## src/rtl/sm_to_fp_encoder_pkg.sv

```systemverilog
// rtl/sm_to_fp_encoder_pkg.sv - shared types and constants for the sign-magnitude to float encoder
//
// Purpose: state encoding, field widths and special codes shared by the
//          encoder top and its rounding sub-module.
// Ports:   none (package).
package sm_to_fp_encoder_pkg;

  localparam int M_W = 11;  // magnitude width
  localparam int E_W = 3;   // exponent width
  localparam int F_W = 4;   // significand width

  localparam logic [E_W-1:0] EXP_MAX = 3'd7;
  localparam logic [F_W-1:0] F_SAT   = 4'b1111;  // top code significand
  localparam logic [F_W-1:0] F_WRAP  = 4'b1000;  // significand after a carry out

  typedef enum logic [1:0] {
    ST_IDLE  = 2'd0,
    ST_NORM  = 2'd1,
    ST_ROUND = 2'd2,
    ST_OUT   = 2'd3
  } state_t;

endpackage

```

## src/rtl/sm_to_fp_encoder_fp_round.sv

```systemverilog
// rtl/sm_to_fp_encoder_fp_round.sv - combinational round-half-up with carry and saturation
//
// Purpose: given the normalised top nibble, the first discarded bit and the
//          current exponent, produce the final exponent and significand.
// Ports:
//   i_f0  in  4  base significand (normalised r[10:7])
//   i_rb  in  1  round bit (normalised r[6])
//   i_e   in  3  exponent after normalisation
//   o_e   out 3  rounded exponent
//   o_f   out 4  rounded significand
module fp_round
  import sm_to_fp_encoder_pkg::*;
(
  input  logic [F_W-1:0] i_f0,
  input  logic           i_rb,
  input  logic [E_W-1:0] i_e,
  output logic [E_W-1:0] o_e,
  output logic [F_W-1:0] o_f
);

  logic [F_W:0] w_sum;

  assign w_sum = {1'b0, i_f0} + {{F_W{1'b0}}, i_rb};

  always_comb begin
    o_e = i_e;
    o_f = w_sum[F_W-1:0];
    // A carry out of the nibble renormalises by one position; at the
    // largest exponent there is no room, so clamp to the top code instead.
    if (w_sum[F_W]) begin
      if (i_e == EXP_MAX) begin
        o_e = EXP_MAX;
        o_f = F_SAT;
      end else begin
        o_e = i_e + 3'd1;
        o_f = F_WRAP;
      end
    end
  end

endmodule

```

## src/rtl/sm_to_fp_encoder.sv

```systemverilog
// rtl/sm_to_fp_encoder.sv - iterative sign-magnitude to 8-bit float encoder
//
// Purpose: accepts an 11-bit sign-magnitude value and produces the code
//          {S, E[2:0], F[3:0]} with value F * 2^E. Normalisation shifts one
//          bit per cycle, rounding is half-up with saturation at the top code.
// Ports:
//   clk        in  1   system clock, rising edge
//   rst        in  1   synchronous active-high reset
//   in_valid   in  1   upstream presents s/m
//   in_ready   out 1   high only while idle
//   s          in  1   input sign
//   m          in  11  input magnitude
//   out_valid  out 1   out_* hold a valid code
//   out_ready  in  1   downstream consumes the result
//   out_s      out 1   result sign
//   out_e      out 3   result exponent
//   out_f      out 4   result significand
module sm_to_fp_encoder
  import sm_to_fp_encoder_pkg::*;
(
  input  logic           clk,
  input  logic           rst,
  input  logic           in_valid,
  output logic           in_ready,
  input  logic           s,
  input  logic [M_W-1:0] m,
  output logic           out_valid,
  input  logic           out_ready,
  output logic           out_s,
  output logic [E_W-1:0] out_e,
  output logic [F_W-1:0] out_f
);

  state_t         r_state;
  logic [M_W-1:0] r_r;
  logic [E_W-1:0] r_e;
  logic           r_sg;
  logic           r_in_ready;

  logic [E_W-1:0] w_e;
  logic [F_W-1:0] w_f;

  assign in_ready = r_in_ready;

  fp_round u_fp_round (
    .i_f0 (r_r[M_W-1:M_W-F_W]),
    .i_rb (r_r[M_W-F_W-1]),
    .i_e  (r_e),
    .o_e  (w_e),
    .o_f  (w_f)
  );

  always_ff @(posedge clk) begin
    if (rst) begin
      r_state    <= ST_IDLE;
      r_in_ready <= 1'b1;
      r_r        <= '0;
      r_e        <= '0;
      r_sg       <= 1'b0;
      out_valid  <= 1'b0;
      out_s      <= 1'b0;
      out_e      <= '0;
      out_f      <= '0;
    end else begin
      case (r_state)
        ST_IDLE: begin
          if (in_valid) begin
            r_r        <= m;
            r_sg       <= s;
            r_e        <= EXP_MAX;
            r_in_ready <= 1'b0;
            r_state    <= ST_NORM;
          end
        end
        ST_NORM: begin
          // Stop once the leading one reaches the top, or when the exponent
          // bottoms out; small values then keep m[3:0] in r[10:7] unrounded.
          if (r_r[M_W-1] || (r_e == '0)) begin
            r_state <= ST_ROUND;
          end else begin
            r_r <= r_r << 1;
            r_e <= r_e - 3'd1;
          end
        end
        ST_ROUND: begin
          out_s     <= r_sg;
          out_e     <= w_e;
          out_f     <= w_f;
          out_valid <= 1'b1;
          r_state   <= ST_OUT;
        end
        ST_OUT: begin
          if (out_ready) begin
            out_valid  <= 1'b0;
            r_in_ready <= 1'b1;
            r_state    <= ST_IDLE;
          end
        end
        default: begin
          r_state    <= ST_IDLE;
          r_in_ready <= 1'b1;
          out_valid  <= 1'b0;
        end
      endcase
    end
  end

endmodule

```

## config.mk

```make
export PLATFORM = sky130hd
export DESIGN_NAME = sm_to_fp_encoder
export DESIGN_NICKNAME = d
export VERILOG_FILES = /design/src/rtl/sm_to_fp_encoder_pkg.sv /design/src/rtl/sm_to_fp_encoder_fp_round.sv /design/src/rtl/sm_to_fp_encoder.sv
export SDC_FILE = /design/constraint.sdc
export NUM_CORES = 1
export LEC_CHECK = 0
export ABC_CLOCK_PERIOD_IN_PS = 2150
export CAP_MARGIN = 20
export CELL_PAD_IN_SITES_DETAIL_PLACEMENT = 1
export CELL_PAD_IN_SITES_GLOBAL_PLACEMENT = 2
export CORE_MARGIN = 10
export CORE_UTILIZATION = 32
export DETAILED_ROUTE_END_ITERATION = 10
export MAX_ROUTING_LAYER = met4
export PLACE_DENSITY_LB_ADDON = 0.1
export SETUP_SLACK_MARGIN = 0.2
export SLEW_MARGIN = 5
export SYNTH_ARGS = -nofsm -noshare
export SYNTH_HDL_FRONTEND = slang
export SYNTH_HIERARCHICAL = 1
export SYNTH_SLANG_ARGS = --single-unit
```

## constraint.sdc

```tcl
create_clock -name clk -period 2.15 [get_ports clk]
set_input_delay 0.43 -clock clk [delete_from_list [all_inputs] [get_ports clk]]
set_output_delay 0.43 -clock clk [all_outputs]
set_load 0.1 [all_outputs]
```

---- After elaboration in Yosys (flattened, before gate mapping) ----
Index checks and enable logic that the tools add are counted.
storage, ports and cells
  flip-flop bits (word level) ............. 27
  word-level logic and storage cells ...... 50
operators by class
  add/sub/neg operators ................... 3
  eq/ne operators ......................... 8
  mux-type cells .......................... 19
  reduce and logical (&&, ||, !) cells .... 11
operators with widths
  operator               number
  $mux W11               2
  $pmux W11 S2           1
  $mux W3                5
  $reduce_and A3 Y1      3
  $ne A2 B2 Y1 const B   4
  $pmux W2 S4            1
  $mux W2                3
  $pmux W3 S2            1
  $reduce_bool A2 Y1     3
  $add A4 B1 Y5          1
  $eq A2 B2 Y1 const B   2
  $mux W4                1
  $pmux W1 S2            2
  $reduce_and A2 Y1      2
  $add A3 B1 Y3 const B  1
  $eq A3 B3 Y1 const B   1
  $logic_not A3 Y1       1
  $mux W1                3
  $sub A3 B1 Y3 const B  1
  $eq A2 B1 Y1 const B   1
  $logic_not A2 Y1       1
  $logic_or A1 B1 Y1     1

---- Longest topological paths before layout ----
  depth after elaboration ................. 4
  mapped depth ............................ 7
  depth with buffers taken out ............ 6

---- By module ----
Netlist, hierarchy kept.
by module, submodules not included
  module            times used  cells each  area each (sq um)  sequential area each (sq um)
  sm_to_fp_encoder  1           138         1,301.2            540.5
  fp_round          1           22          176.4              0.0

---- Least setup slack after synthesis ----
No wires, ideal clock.
  path type ............................... register -> register
  start ................................... reg r_e[0]
  end ..................................... reg r_r[1]
  library setup time ...................... 0.071 ns
  arrival time ............................ 1.656 ns
  data required time ...................... 2.079 ns
  setup slack ............................. 0.423 ns
  cell stages (with the launch flop) ...... 8
  buffers on the path ..................... 1
  period minus slack after synthesis ...... 1.727 ns
  path through ............................ dfxtp_1 -> inv_1 -> ha_1 -> ha_1 -> o21a_1 -> clkbuf_1 -> or3_1 -> a21oi_1
between the ends
  cells in the longest elaborated chain, start to end .. 4
ends and longest elaborated chain
  what                         RTL line                text
  start: declaration           sm_to_fp_encoder.sv:36  logic [E_W-1:0] r_e;
  start signal: assignment     sm_to_fp_encoder.sv:82  r_e <= r_e - 3'd1;
  $logic_not A3 Y1             sm_to_fp_encoder.sv:78  if (r_r[M_W-1] || (r_e == '0)) begin
  $logic_or A1 B1 Y1           sm_to_fp_encoder.sv:78
  $ne A2 B2 Y1 (no line)       n/a
  $reduce_and A3 Y1 (no line)  n/a
  end signal: assignment       sm_to_fp_encoder.sv:68  r_r <= m;
  end signal: assignment       sm_to_fp_encoder.sv:81  r_r <= r_r << 1;
  end: declaration             sm_to_fp_encoder.sv:35  logic [M_W-1:0] r_r;
No other way between the ends.
A chain may end at the register's enable or synchronous reset.

---- Final worst setup path ----
  start ................................... reg r_state[1]
  end ..................................... reg r_state[0]
between the ends
  cells in the longest elaborated chain, start to end .. 3
  elaborated cells between the ends (all ways) .. 9
  classes of those cells .................. eq/ne: 6; mux: 1; reduce/logical: 2
ends and longest elaborated chain
  what                                  RTL line                text
  start: declaration                    sm_to_fp_encoder.sv:34  state_t r_state;
  start signal: assignment              sm_to_fp_encoder.sv:55  r_state <= ST_IDLE;
  start signal: assignment              sm_to_fp_encoder.sv:72  r_state <= ST_NORM;
  start signal: assignment              sm_to_fp_encoder.sv:79  r_state <= ST_ROUND;
  $eq A2 B1 Y1 (tied with other cells)  sm_to_fp_encoder.sv:65  case (r_state)
  $ne A2 B2 Y1 (no line)                n/a
  $reduce_and A3 Y1 (no line)           n/a
Several ways; a longest one is shown, not always the timed one.

==> metrics.txt <==
core area 4410 sq um; Initial Util 33.5%; crit end category flop; hold_ws 0.470 ns; Congestion Overflow GR 0; number of synthesis warnings 6; Final Hold Viols 0; vias in the first global route 1,337; total track usage 10.3%; DIE WIDTH 88.0 microns; crit path time final 1.78 ns; r2r setup slk 0.37 ns; Hold Crit Class flop to flop; area added between synthesis and finish 24.2%; maximum vdd drop 0.402 mV; crit-path max FO 7; placed wire-length estimate 2830 microns; top-area cell type share of the netlist area 36.6%; Via density 5.17; post-synthesis cell type count 36; Main synth FF type dfxtp_1; Clock Latency Late Sink 0.28 ns; final count of negative-setup-slack endpoints 0; CTS HTree Levels 1; Rows 24; post-layout util 41.6%; fmax 560 MHz; Sink Count 27; layout cell share with drive strength beyond 1 17.7%; Post-synth ARST share 0%; crit path launch type flop; Final Net Count 213; unrepaired setup endpoints after global routing no; worst endpoint data arrival time 1.99 ns; Ports 26; post-route ant nets 0; Post-synth top cells dfxtp_1 (27), a21oi_1 (20), mux2i_1 (19); total of max-cap violations 0; Post-synth EDFFs 0; slew margin rel. 73.4%; drt total wl 3820 microns; Worst-path clk slew 0.10 ns; Worst Max-Slew Pin Slew 0.398 ns; Die Footprint 7740 sq um; count leader, synth dfxtp_1; #FFs+latches synth 27; clock skew 0.00149 ns; largest net degree at the start of global routing 23; initial antenna violation count 0; CTS tree done; Syn Inst Count 160; fillers 513; DR pass1 iterations 2; dominant cells by area after synthesis dfxtp_1 (37%), mux2i_1 (13%), ha_1 (8.5%), a21oi_1 (6.8%), o21ai_0 (4.1%); CP required 2.36 ns; post-CTS setup buffers 0; CTS Buf Count 3; CTS max path bufs 2; Synth area leader dfxtp_1; Routed wire per std cell 16.0 microns; first-pass GRT wire length 6380 microns; Crit Path Class flop to flop; root buffer cell clkbuf_8; status completed; Die Y 88.0 microns; syn_area_per_cell 9.24 sq um; pwr dens 1270 nW/um^2; via count 1,231; routability cong. 0.796; fin crit share 83.0%; Setup TNS Final 0 ns; Port Buf Inserts 25; syn_nets 186; Seq/Total Area, Yosys 36.6%; drt drc 0; Final Max Slew Viols 0; Leak 0.733 nW; Cell Area, Synth 1480 sq um; antenna cells 0; DR iter-0 viols 41
[registers in the layout, summed over array words and instances, names as in the netlist]
| register | flops |
|---|---|
| in_ready | 1 |
| out_e | 3 |
| out_f | 4 |
| out_s | 1 |
| out_valid | 1 |
| r_e | 3 |
| r_r | 11 |
| r_sg | 1 |
| r_state | 2 |
[cell type report]
class / count / area (sq um) / share of cell area [%]
multi-input combinational: 118 / 881 / 48.0
sequential: 27 / 547 / 29.8
timing repair buffer: 31 / 274 / 14.9
tap: 52 / 65.1 / 3.54
clock buffer: 3 / 41.3 / 2.25
inverter: 6 / 22.5 / 1.23
clock inverter: 1 / 5.00 / 0.273
[power breakdown]
part / leakage (nW) / internal (mW) / switching, mW
logic: 0.486 / 0.510 / 0.728
clock network: 0.0255 / 0.130 / 0.170
registers: 0.222 / 0.646 / 0.141
total: 0.733 / 1.29 / 1.04
[through the flow]
step	total power [mW]	worst slack (ns)	cell area [sq um]	cells
2_1_floorplan	1.70	0.423	1480	160
3_3_place_gp	1.93	0.203	1750	233
3_5_place_dp	1.97	0.121	1750	233
4_1_cts	2.30	0.233	1800	237
5_1_grt	2.52	0.204	1840	238
6_report	2.33	0.366	1840	238
[critical path, stage by stage, from the launching register on]
cell and delay (ns):
dfxtp_1 0.39, inv_1 0.11, ha_4 0.20, buf_4 0.16
nor3b_4 0.17, or4_1 0.53, a21oi_1 0.16
[final timing paths]
check                             to                    start  depth (start not counted)
max          r_state[0]$_SDFFE_PP0P_  r_state[1]$_SDFFE_PP0P_                          6
max reg2reg  r_state[0]$_SDFFE_PP0P_  r_state[1]$_SDFFE_PP0P_                          6
min reg2reg        r_sg$_SDFFE_PP0P_        r_sg$_SDFFE_PP0P_                          2
min                r_sg$_SDFFE_PP0P_        r_sg$_SDFFE_PP0P_                          2
[routing by layer]
layer	vias to the layer above	track usage, %	part of all wire [%]
met5	-	-	0
met4	0	1.74	0.37
met3	2	3.06	4.3
met2	21	16.9	47
met1	581	12.3	48
li1	627	-	-
[repair_timing]
action	4_1_cts	5_1_grt
endpoints found under the hold margin	0	0
gates cloned	0	1
endpoints found under the setup margin	5	8
gates resized for setup	2	8
hold buffers	0	0
[logic make-up after synthesis]
family	after synthesis	share of synthesized area, %
AO/OA/AOI/OAI	47	18.7
AND/OR/NAND/NOR	39	15.4
flip-flops	27	36.6
multiplexers	21	14.9
buffers and inverters	16	5.93
adder cells (fa/ha/maj)	10	8.47
[layout by cell type, fill, tap and decap left out, drive strengths merged, types with 4 or more instances in the layout]
master	netlist	routed
mux2i	19	19
dfxtp	27	27
inv	6	6
ha	10	10
a21oi	20	20
buf	4	16
or3	10	10
clkdlybuf4s50	0	15
nor2	11	11
a31oi	4	4
o21ai	12	12
Note: power is estimated with default switching activity, not from simulation.
